`src/rtl/spi_master_mc.sv`:
```
// SPI master with runtime CPOL/CPHA, bit order, SCLK divider, one-hot chip selects and an
// inter-frame gap. All outputs are registered; every frame parameter is captured on start.
module spi_master_mc #(
  parameter int unsigned DATA_WIDTH = 8,
  parameter int unsigned NUM_CS     = 4,
  parameter int unsigned DIV_W      = 8,
  localparam int unsigned CSW       = (NUM_CS > 1) ? $clog2(NUM_CS) : 1
) (
  input  logic                  clk,
  input  logic                  rst,
  input  logic                  start,
  input  logic [CSW-1:0]        cs_sel,
  input  logic                  cpol,
  input  logic                  cpha,
  input  logic                  lsb_first,
  input  logic [DIV_W-1:0]      clk_div,
  input  logic [7:0]            wait_duration,
  input  logic [DATA_WIDTH-1:0] din,
  input  logic                  miso,
  output logic                  sclk,
  output logic                  mosi,
  output logic [NUM_CS-1:0]     cs_n,
  output logic [DATA_WIDTH-1:0] dout,
  output logic                  done,
  output logic                  cs_err,
  output logic                  busy
);

  localparam int unsigned BW = $clog2(DATA_WIDTH);
  localparam int unsigned EW = BW + 1;

  typedef enum logic [2:0] {StIdle, StSetup, StShift, StHold, StGap} state_e;

  state_e                  state_q, state_d;
  logic [DIV_W-1:0]        cnt_q, cnt_d, div_q, div_d;
  logic [EW-1:0]           edge_q, edge_d;
  logic [7:0]              gap_q, gap_d, wait_q, wait_d;
  logic                    cpol_q, cpol_d, cpha_q, cpha_d, lsb_q, lsb_d, cs_ok_q, cs_ok_d;
  logic [DATA_WIDTH-1:0]   tx_q, tx_d, rx_q, rx_d, dout_q, dout_d;
  logic                    sclk_q, sclk_d, mosi_q, mosi_d, done_q, done_d;
  logic                    cs_err_q, cs_err_d, busy_q, busy_d;
  logic [NUM_CS-1:0]       cs_n_q, cs_n_d;
  logic [BW-1:0]           bit_n;
  logic                    leading;
  logic                    cs_ok;

  // Maps the n-th transferred bit to its position in the word for the latched bit order.
  function automatic logic [BW-1:0] bit_pos(input logic lsb, input logic [BW-1:0] idx);
    return lsb ? idx : BW'(DATA_WIDTH - 1) - idx;
  endfunction

  always_comb begin
    state_d  = state_q;
    cnt_d    = cnt_q;
    div_d    = div_q;
    edge_d   = edge_q;
    gap_d    = gap_q;
    wait_d   = wait_q;
    cpol_d   = cpol_q;
    cpha_d   = cpha_q;
    lsb_d    = lsb_q;
    cs_ok_d  = cs_ok_q;
    tx_d     = tx_q;
    rx_d     = rx_q;
    dout_d   = dout_q;
    sclk_d   = sclk_q;
    mosi_d   = mosi_q;
    cs_n_d   = cs_n_q;
    busy_d   = busy_q;
    done_d   = 1'b0;
    cs_err_d = 1'b0;
    bit_n    = edge_q[EW-1:1];
    leading  = ~edge_q[0];
    cs_ok    = 32'(cs_sel) < NUM_CS;

    unique case (state_q)
      StIdle: begin
        if (start) begin
          state_d = StSetup;
          cnt_d   = '0;
          div_d   = clk_div;
          wait_d  = wait_duration;
          cpol_d  = cpol;
          cpha_d  = cpha;
          lsb_d   = lsb_first;
          cs_ok_d = cs_ok;
          tx_d    = din;
          rx_d    = '0;
          sclk_d  = cpol;
          busy_d  = 1'b1;
          cs_n_d  = cs_ok ? ~(NUM_CS'(1) << cs_sel) : '1;
          mosi_d  = cs_ok & (lsb_first ? din[0] : din[DATA_WIDTH-1]);
        end
      end
      StSetup: begin
        if (cnt_q == div_q) begin
          cnt_d   = '0;
          edge_d  = '0;
          state_d = StShift;
        end else begin
          cnt_d = cnt_q + 1'b1;
        end
      end
      StShift: begin
        if (cnt_q == div_q) begin
          cnt_d  = '0;
          sclk_d = ~sclk_q;
          edge_d = edge_q + 1'b1;
          if (leading ^ cpha_q) begin
            rx_d[bit_pos(lsb_q, bit_n)] = miso;
          end else if (cpha_q) begin
            mosi_d = cs_ok_q & tx_q[bit_pos(lsb_q, bit_n)];
          end else if (bit_n != BW'(DATA_WIDTH - 1)) begin
            mosi_d = cs_ok_q & tx_q[bit_pos(lsb_q, bit_n + 1'b1)];
          end
          if (edge_q == EW'(2 * DATA_WIDTH - 1)) state_d = StHold;
        end else begin
          cnt_d = cnt_q + 1'b1;
        end
      end
      StHold: begin
        if (cnt_q == div_q) begin
          cnt_d    = '0;
          cs_n_d   = '1;
          mosi_d   = 1'b0;
          dout_d   = rx_q;
          done_d   = 1'b1;
          cs_err_d = ~cs_ok_q;
          gap_d    = '0;
          if (wait_q == 8'd0) begin
            state_d = StIdle;
            busy_d  = 1'b0;
          end else begin
            state_d = StGap;
          end
        end else begin
          cnt_d = cnt_q + 1'b1;
        end
      end
      StGap: begin
        if (gap_q == wait_q - 8'd1) begin
          state_d = StIdle;
          busy_d  = 1'b0;
        end else begin
          gap_d = gap_q + 8'd1;
        end
      end
      default: state_d = StIdle;
    endcase
  end

  always_ff @(posedge clk) begin
    if (rst) begin
      state_q  <= StIdle;
      cnt_q    <= '0;
      div_q    <= '0;
      edge_q   <= '0;
      gap_q    <= '0;
      wait_q   <= '0;
      cpol_q   <= 1'b0;
      cpha_q   <= 1'b0;
      lsb_q    <= 1'b0;
      cs_ok_q  <= 1'b0;
      tx_q     <= '0;
      rx_q     <= '0;
      dout_q   <= '0;
      sclk_q   <= 1'b0;
      mosi_q   <= 1'b0;
      cs_n_q   <= '1;
      busy_q   <= 1'b0;
      done_q   <= 1'b0;
      cs_err_q <= 1'b0;
    end else begin
      state_q  <= state_d;
      cnt_q    <= cnt_d;
      div_q    <= div_d;
      edge_q   <= edge_d;
      gap_q    <= gap_d;
      wait_q   <= wait_d;
      cpol_q   <= cpol_d;
      cpha_q   <= cpha_d;
      lsb_q    <= lsb_d;
      cs_ok_q  <= cs_ok_d;
      tx_q     <= tx_d;
      rx_q     <= rx_d;
      dout_q   <= dout_d;
      sclk_q   <= sclk_d;
      mosi_q   <= mosi_d;
      cs_n_q   <= cs_n_d;
      busy_q   <= busy_d;
      done_q   <= done_d;
      cs_err_q <= cs_err_d;
    end
  end

  assign sclk   = sclk_q;
  assign mosi   = mosi_q;
  assign cs_n   = cs_n_q;
  assign dout   = dout_q;
  assign done   = done_q;
  assign cs_err = cs_err_q;
  assign busy   = busy_q;

endmodule
```
`config.mk`:
```
export PLATFORM = sky130hd
export DESIGN_NAME = spi_master_mc
export DESIGN_NICKNAME = d
export VERILOG_FILES = /design/src/rtl/spi_master_mc.sv
export SDC_FILE = /design/constraint.sdc
export NUM_CORES = 1
export LEC_CHECK = 0
export CAP_MARGIN = 20
export CELL_PAD_IN_SITES_DETAIL_PLACEMENT = 1
export CELL_PAD_IN_SITES_GLOBAL_PLACEMENT = 2
export CORE_ASPECT_RATIO = 2
export CORE_MARGIN = 8
export CORE_UTILIZATION = 30
export DETAILED_ROUTE_END_ITERATION = 10
export PLACE_DENSITY_LB_ADDON = 0.1
export SETUP_SLACK_MARGIN = 0.02
export SLEW_MARGIN = 10
export SYNTH_ARGS = -nofsm -noshare
export SYNTH_HDL_FRONTEND = slang
export SYNTH_SLANG_ARGS = --single-unit
```
`constraint.sdc`:
```
create_clock -name clk -period 5 [get_ports clk]
set_clock_uncertainty 0.1 [all_clocks]
set_input_delay 0.5 -clock clk [delete_from_list [all_inputs] [get_ports clk]]
set_output_delay 0.5 -clock clk [all_outputs]
set_load 0.01 [all_outputs]
```
### Word level (Yosys, flattened, before mapping)

Cells that the tools add are included.

* register bits: 75
* input port bits: 33
* output and inout port bits: 17

* $add $sub $neg: 7
* $lt $le $gt $ge: 3
* eq/ne operators: 19
* shifts and indexed selects: 1
* mux-type cells: 49
* bitwise gates (word level): 9
* reductions and logical operators: 24

Operators with widths (count)
* two-way mux 8 bit: 6
* one-hot mux 8 bit (2 select lines): 3
* two-way mux 3 bit: 9
* inequality test 2 bit, second input constant: 10
* two-way mux 1 bit: 17
* adder 8 x 1 -> 8 bit, second input constant: 2
* == test 8 bit: 2
* two-way mux 4 bit: 4
* one-hot mux 4 bit (2 select lines): 2
* one-hot mux 3 bit (5 select lines): 1
* AND reduction 3 bit: 4
* AND reduction 6 bit: 2
* nonzero test 2 bit: 5
* bitwise mux 8 bit: 1
* zero test 8 bit: 1
* < comparator 3 x 4 -> 1 bit, second input constant: 2
* subtractor 8 x 1 -> 8 bit, second input constant: 1
* binary-select mux 1 bit (select 3 bit): 2
* == test 3 x 2 -> 1 bit, second input constant: 2
* inequality test 3 bit, second input constant: 2
* one-hot mux 1 bit (3 select lines): 2
* AND reduction 2 bit: 3
* nonzero test 3 bit: 2
* OR reduction 3 bit: 2
* 19 further kinds: 25

### Longest topological paths before layout

* word-level depth: 11
* gate-level depth with buffers: 9

### Worst setup path after synthesis

OpenSTA, ideal clock, no wires.

* path kind: flip-flop to flip-flop
* from: reg wait_q[0]
* to: reg gap_q[5]
* library setup time: 0.116 ns
* arrival: 2.214 ns
* required time: 4.784 ns
* setup slack: 2.570 ns
* cell stages (with the launch flop): 10
* path buffers: 0
* period minus slack after synthesis: 2.430 ns
* cells stage by stage: dfxtp_1 > inv_1 > ha_1 > xnor2_1 > nor4_1 > a221o_1 > o21a_4 > a2111oi_4 > a311oi_1 > a41o_1

* cells in the longest elaborated chain, start to end: 4

Ends and longest elaborated chain
* start: declaration: RTL line 37 `logic [7:0] gap_q, gap_d, wait_q, wait_d;`
* start signal: assignment: RTL line 179 `wait_q <= wait_d;`
* subtractor 8 x 1 -> 8 bit: RTL line 141 `if (gap_q == wait_q - 8'd1) begin`
* == test 8 bit: RTL line 141
* inequality test 2 bit (no line)
* AND reduction 3 bit (no line)
* end signal: assignment: RTL line 178 `gap_q <= gap_d;`
* end: declaration: RTL line 37

No other way between the ends.
A chain may end at the register's enable or synchronous reset.

### Final worst setup path

* from: reg cnt_q[3]
* to: reg gap_q[5]

* cells in the longest elaborated chain, start to end: 3

Ends and longest elaborated chain
* start: declaration: RTL line 35 `logic [DIV_W-1:0] cnt_q, cnt_d, div_q, div_d;`
* start signal: assignment: RTL line 175 `cnt_q <= cnt_d;`
* == test 8 bit: RTL line 122 `if (cnt_q == div_q) begin`
* inequality test 2 bit (no line)
* AND reduction 3 bit (no line)

No other way between the ends.

==> impl_metrics.json <==
{
  "drive_gt1_frac": 0.0619,
  "port_buffers": 49,
  "setup_viol": 0,
  "slowest_delay_ns": 0.83,
  "post-route-period-util": 0.597,
  "async_flop_share": 0,
  "fp.dieArea_um2": 17100,
  "hold_ws_ns": 0.363,
  "grt_overflow_total": 0,
  "dieHeight_um": 177,
  "place_congestion": 0.747,
  "rsz0062_at_grt": "no",
  "core_um2": 12800,
  "p_per_area_nw_per_um2": 490,
  "cts_hold_buffers": 0,
  "cp_num_buf_inv": 0,
  "htree_levels": 3,
  "finalMaxSlewViolations": 0,
  "grt_pass1_wl_um": 18600,
  "p_comb_frac": 0.322,
  "p_sw_mw": 0.845,
  "critPathCaptureType": "flip-flop",
  "finalHoldViolCount": 0,
  "clk_path_buf_depth": 2,
  "crit_path_start_kind": "flip-flop",
  "synth_top_area_cell": "dfxtp_1",
  "viasPerCell": 5.10,
  "switching_share": 0.356,
  "worstPathRequired_ns": 5.13,
  "yosysTopAreaCellShare": 0.385,
  "insertion_delay_ns": 0.34,
  "grt_max_degree": 44,
  "multi_input_area_um2": 2240,
  "crit_fanout": 15,
  "p_int_mw": 1.53,
  "post-route-min-period_ns": 2.99,
  "synth_fp_nets": 534,
  "status": "complete, no violations",
  "fillers": 1584,
  "final-seq-area_um2": 1500,
  "dr.first_iter.drc_count": 131,
  "ys_warn_count": 0,
  "cts_tree": "done",
  "worst_slew_pin_slew_ns": 0.880,
  "worstPathArrival_ns": 3.12,
  "clk_pin_slew_ns": 0.06,
  "power_frac_seq": 0.338,
  "cts_sinks": 75,
  "fmax_mhz": 335,
  "dr.pass1.iters": 4,
  "cts_root_buf": "clkbuf_16",
  "ys_top_cells_by_area": "dfxtp_1 (38%), nand2_1 (8.1%), a21oi_1 (6.8%)",
  "area_growth_syn_to_layout_pct": 24.3,
  "fp-row-count": 59,
  "cpMaxStageDelayCell": "and4_1",
  "grt_pass1_vias": 3708,
  "tns_ns": 0,
  "drc_errors": 0,
  "synth_edf_count": 0,
  "initial_core_util": 0.304,
  "vias": 3493,
  "syn_area_um2": 3900,
  "p_clk_frac": 0.340,
  "postCtsResizedCells": 0,
  "worst_slack_ns": 2.01,
  "synthFlopType": "dfxtp_1",
  "die_w_um": 96.6,
  "ant_nets": 0,
  "n_antenna_cell": 0,
  "antenna_found_initial": 0,
  "place_ws_ns": 1.93,
  "ys_ff_latch": 75,
  "wire_per_inst_um": 15.6,
  "min_path_type": "flip-flop to flip-flop",
  "worstPathCellList": "xor2_1, nor4_2, and4_1, a21oi_4, a2111oi_4, a311oi_1, a41o_1",
  "maxCapViolations": 0,
  "synth_cell_types": 57,
  "worstSetupPathType": "flip-flop to flip-flop",
  "finalNetCount": 568,
  "syn_inst": 494,
  "detailed_place_hpwl_um": 7880,
  "totalWireLength_um": 10700,
  "avgSynthCellArea_um2": 7.89,
  "crit_family": "simple AND/OR/NAND/NOR gates",
  "ir_worst_vdd_v": 0.000267,
  "leakage_nw": 1.77,
  "slew_headroom": 0.413,
  "yosysSeqAreaShare": 0.385,
  "cts_made_buffers": 9,
  "cts_setup_buffers": 0,
  "io_pins": 50,
  "grtUsageTotal": 0.130
}
final cells by class:
| class | count | share of cell area |
|---|---|---|
| flip-flops and latches | 75 | 0.310 |
| clock inverters | 6 | 0.0281 |
| inverters | 14 | 0.0108 |
| clock buffers | 10 | 0.0473 |
| well taps | 152 | 0.0392 |
| repair buffers | 51 | 0.103 |
| multi-input cells | 377 | 0.461 |
state kept, by name, indices dropped and copies added, names as in the netlist, 3 cells and up:
name / cells
cnt_q: 8
div_q: 8
dout: 8
gap_q: 8
rx_q: 8
tx_q: 8
wait_q: 8
cs_n: 4
edge_q: 4
state_q: 3
worst reg2reg max path: cells and delay by family (launching register included):
kind	cells	cell delay, ns
flip-flops	1	0.36
XOR/XNOR	1	0.18
AND/OR/NAND/NOR	2	1.19
AO/OA/AOI/OAI	4	1.06
placed cells by master (no fill, tap or decap), types with 7 or more instances in the layout:
master,count
clkbuf_16,9
xor2_1,16
nand2_1,84
nand3_1,13
nor2_1,53
o21ai_0,15
inv_1,14
xnor2_1,11
nor3_1,11
clkdlybuf4s50_1,48
dfxtp_1,75
mux2i_1,17
ha_1,7
a21oi_1,53
o22ai_1,9
through the flow:
step / instance area (um2) / utilization / std cells / total power [mW]
floorplan: 3900 / - / 494 / 1.36
global placement: 4480 / 0.349 / 669 / 1.60
detailed placement: 4480 / 0.349 / 669 / 1.60
CTS: 4850 / 0.377 / 685 / 2.43
global route: 4850 / 0.377 / 685 / 2.55
finish: 4850 / 0.377 / 685 / 2.37
power groups by stage:
| stage | clock network (mW) | logic (mW) | registers (mW) |
|---|---|---|---|
| 6_report | 0.806 | 0.764 | 0.804 |
| 3_3_place_gp | 0 | 0.779 | 0.817 |
| 4_1_cts | 0.832 | 0.788 | 0.806 |
| 3_5_place_dp | 0 | 0.784 | 0.819 |
| 2_1_floorplan | 0 | 0.597 | 0.763 |
| 5_1_grt | 0.852 | 0.877 | 0.822 |
final timing paths:
check,slack [ns],depth (start not counted),to,start
hold / removal,0.36,2,tx_q[0]$_SDFFE_PP0P_,tx_q[0]$_SDFFE_PP0P_
hold reg to reg,0.36,2,tx_q[0]$_SDFFE_PP0P_,tx_q[0]$_SDFFE_PP0P_
setup / recovery,2.01,7,gap_q[5]$_SDFFE_PP0P_,cnt_q[3]$_SDFFE_PP0P_
setup reg to reg,2.01,7,gap_q[5]$_SDFFE_PP0P_,cnt_q[3]$_SDFFE_PP0P_
metal layers:
metal / part of all wire / track usage / vias up / wire length, um
met5: 0 / 0 / - / 0
met4: 0.014 / 0.0465 / 0 / 153
met3: 0.031 / 0.0282 / 11 / 337
met2: 0.48 / 0.220 / 48 / 5180
met1: 0.47 / 0.158 / 1639 / 5040
li1: - / - / 1795 / -
kinds of logic (layout without fill, tap and decap cells):
group	count (synthesis)	after routing	synth area share
simple gates	208	208	0.248
compound gates	117	117	0.195
flops	75	75	0.385
buf+inv	42	81	0.0423
xor+xnor	27	27	0.0606
mux	18	18	0.0465
fa+ha+maj	7	7	0.0225
cells in the mapped netlist, types with 5 or more instances:
| library cell | count |
|---|---|
| nor3_1 | 11 |
| o21ai_0 | 15 |
| dfxtp_1 | 75 |
| o22ai_1 | 9 |
| nor2_1 | 54 |
| inv_1 | 14 |
| nand3_1 | 13 |
| clkbuf_1 | 24 |
| mux2i_1 | 17 |
| a21oi_1 | 53 |
| or2_2 | 5 |
| nand2_1 | 84 |
| ha_1 | 7 |
| nor3b_1 | 5 |
| xor2_1 | 16 |
| xnor2_1 | 11 |
Power figures use the tool's default switching activity.
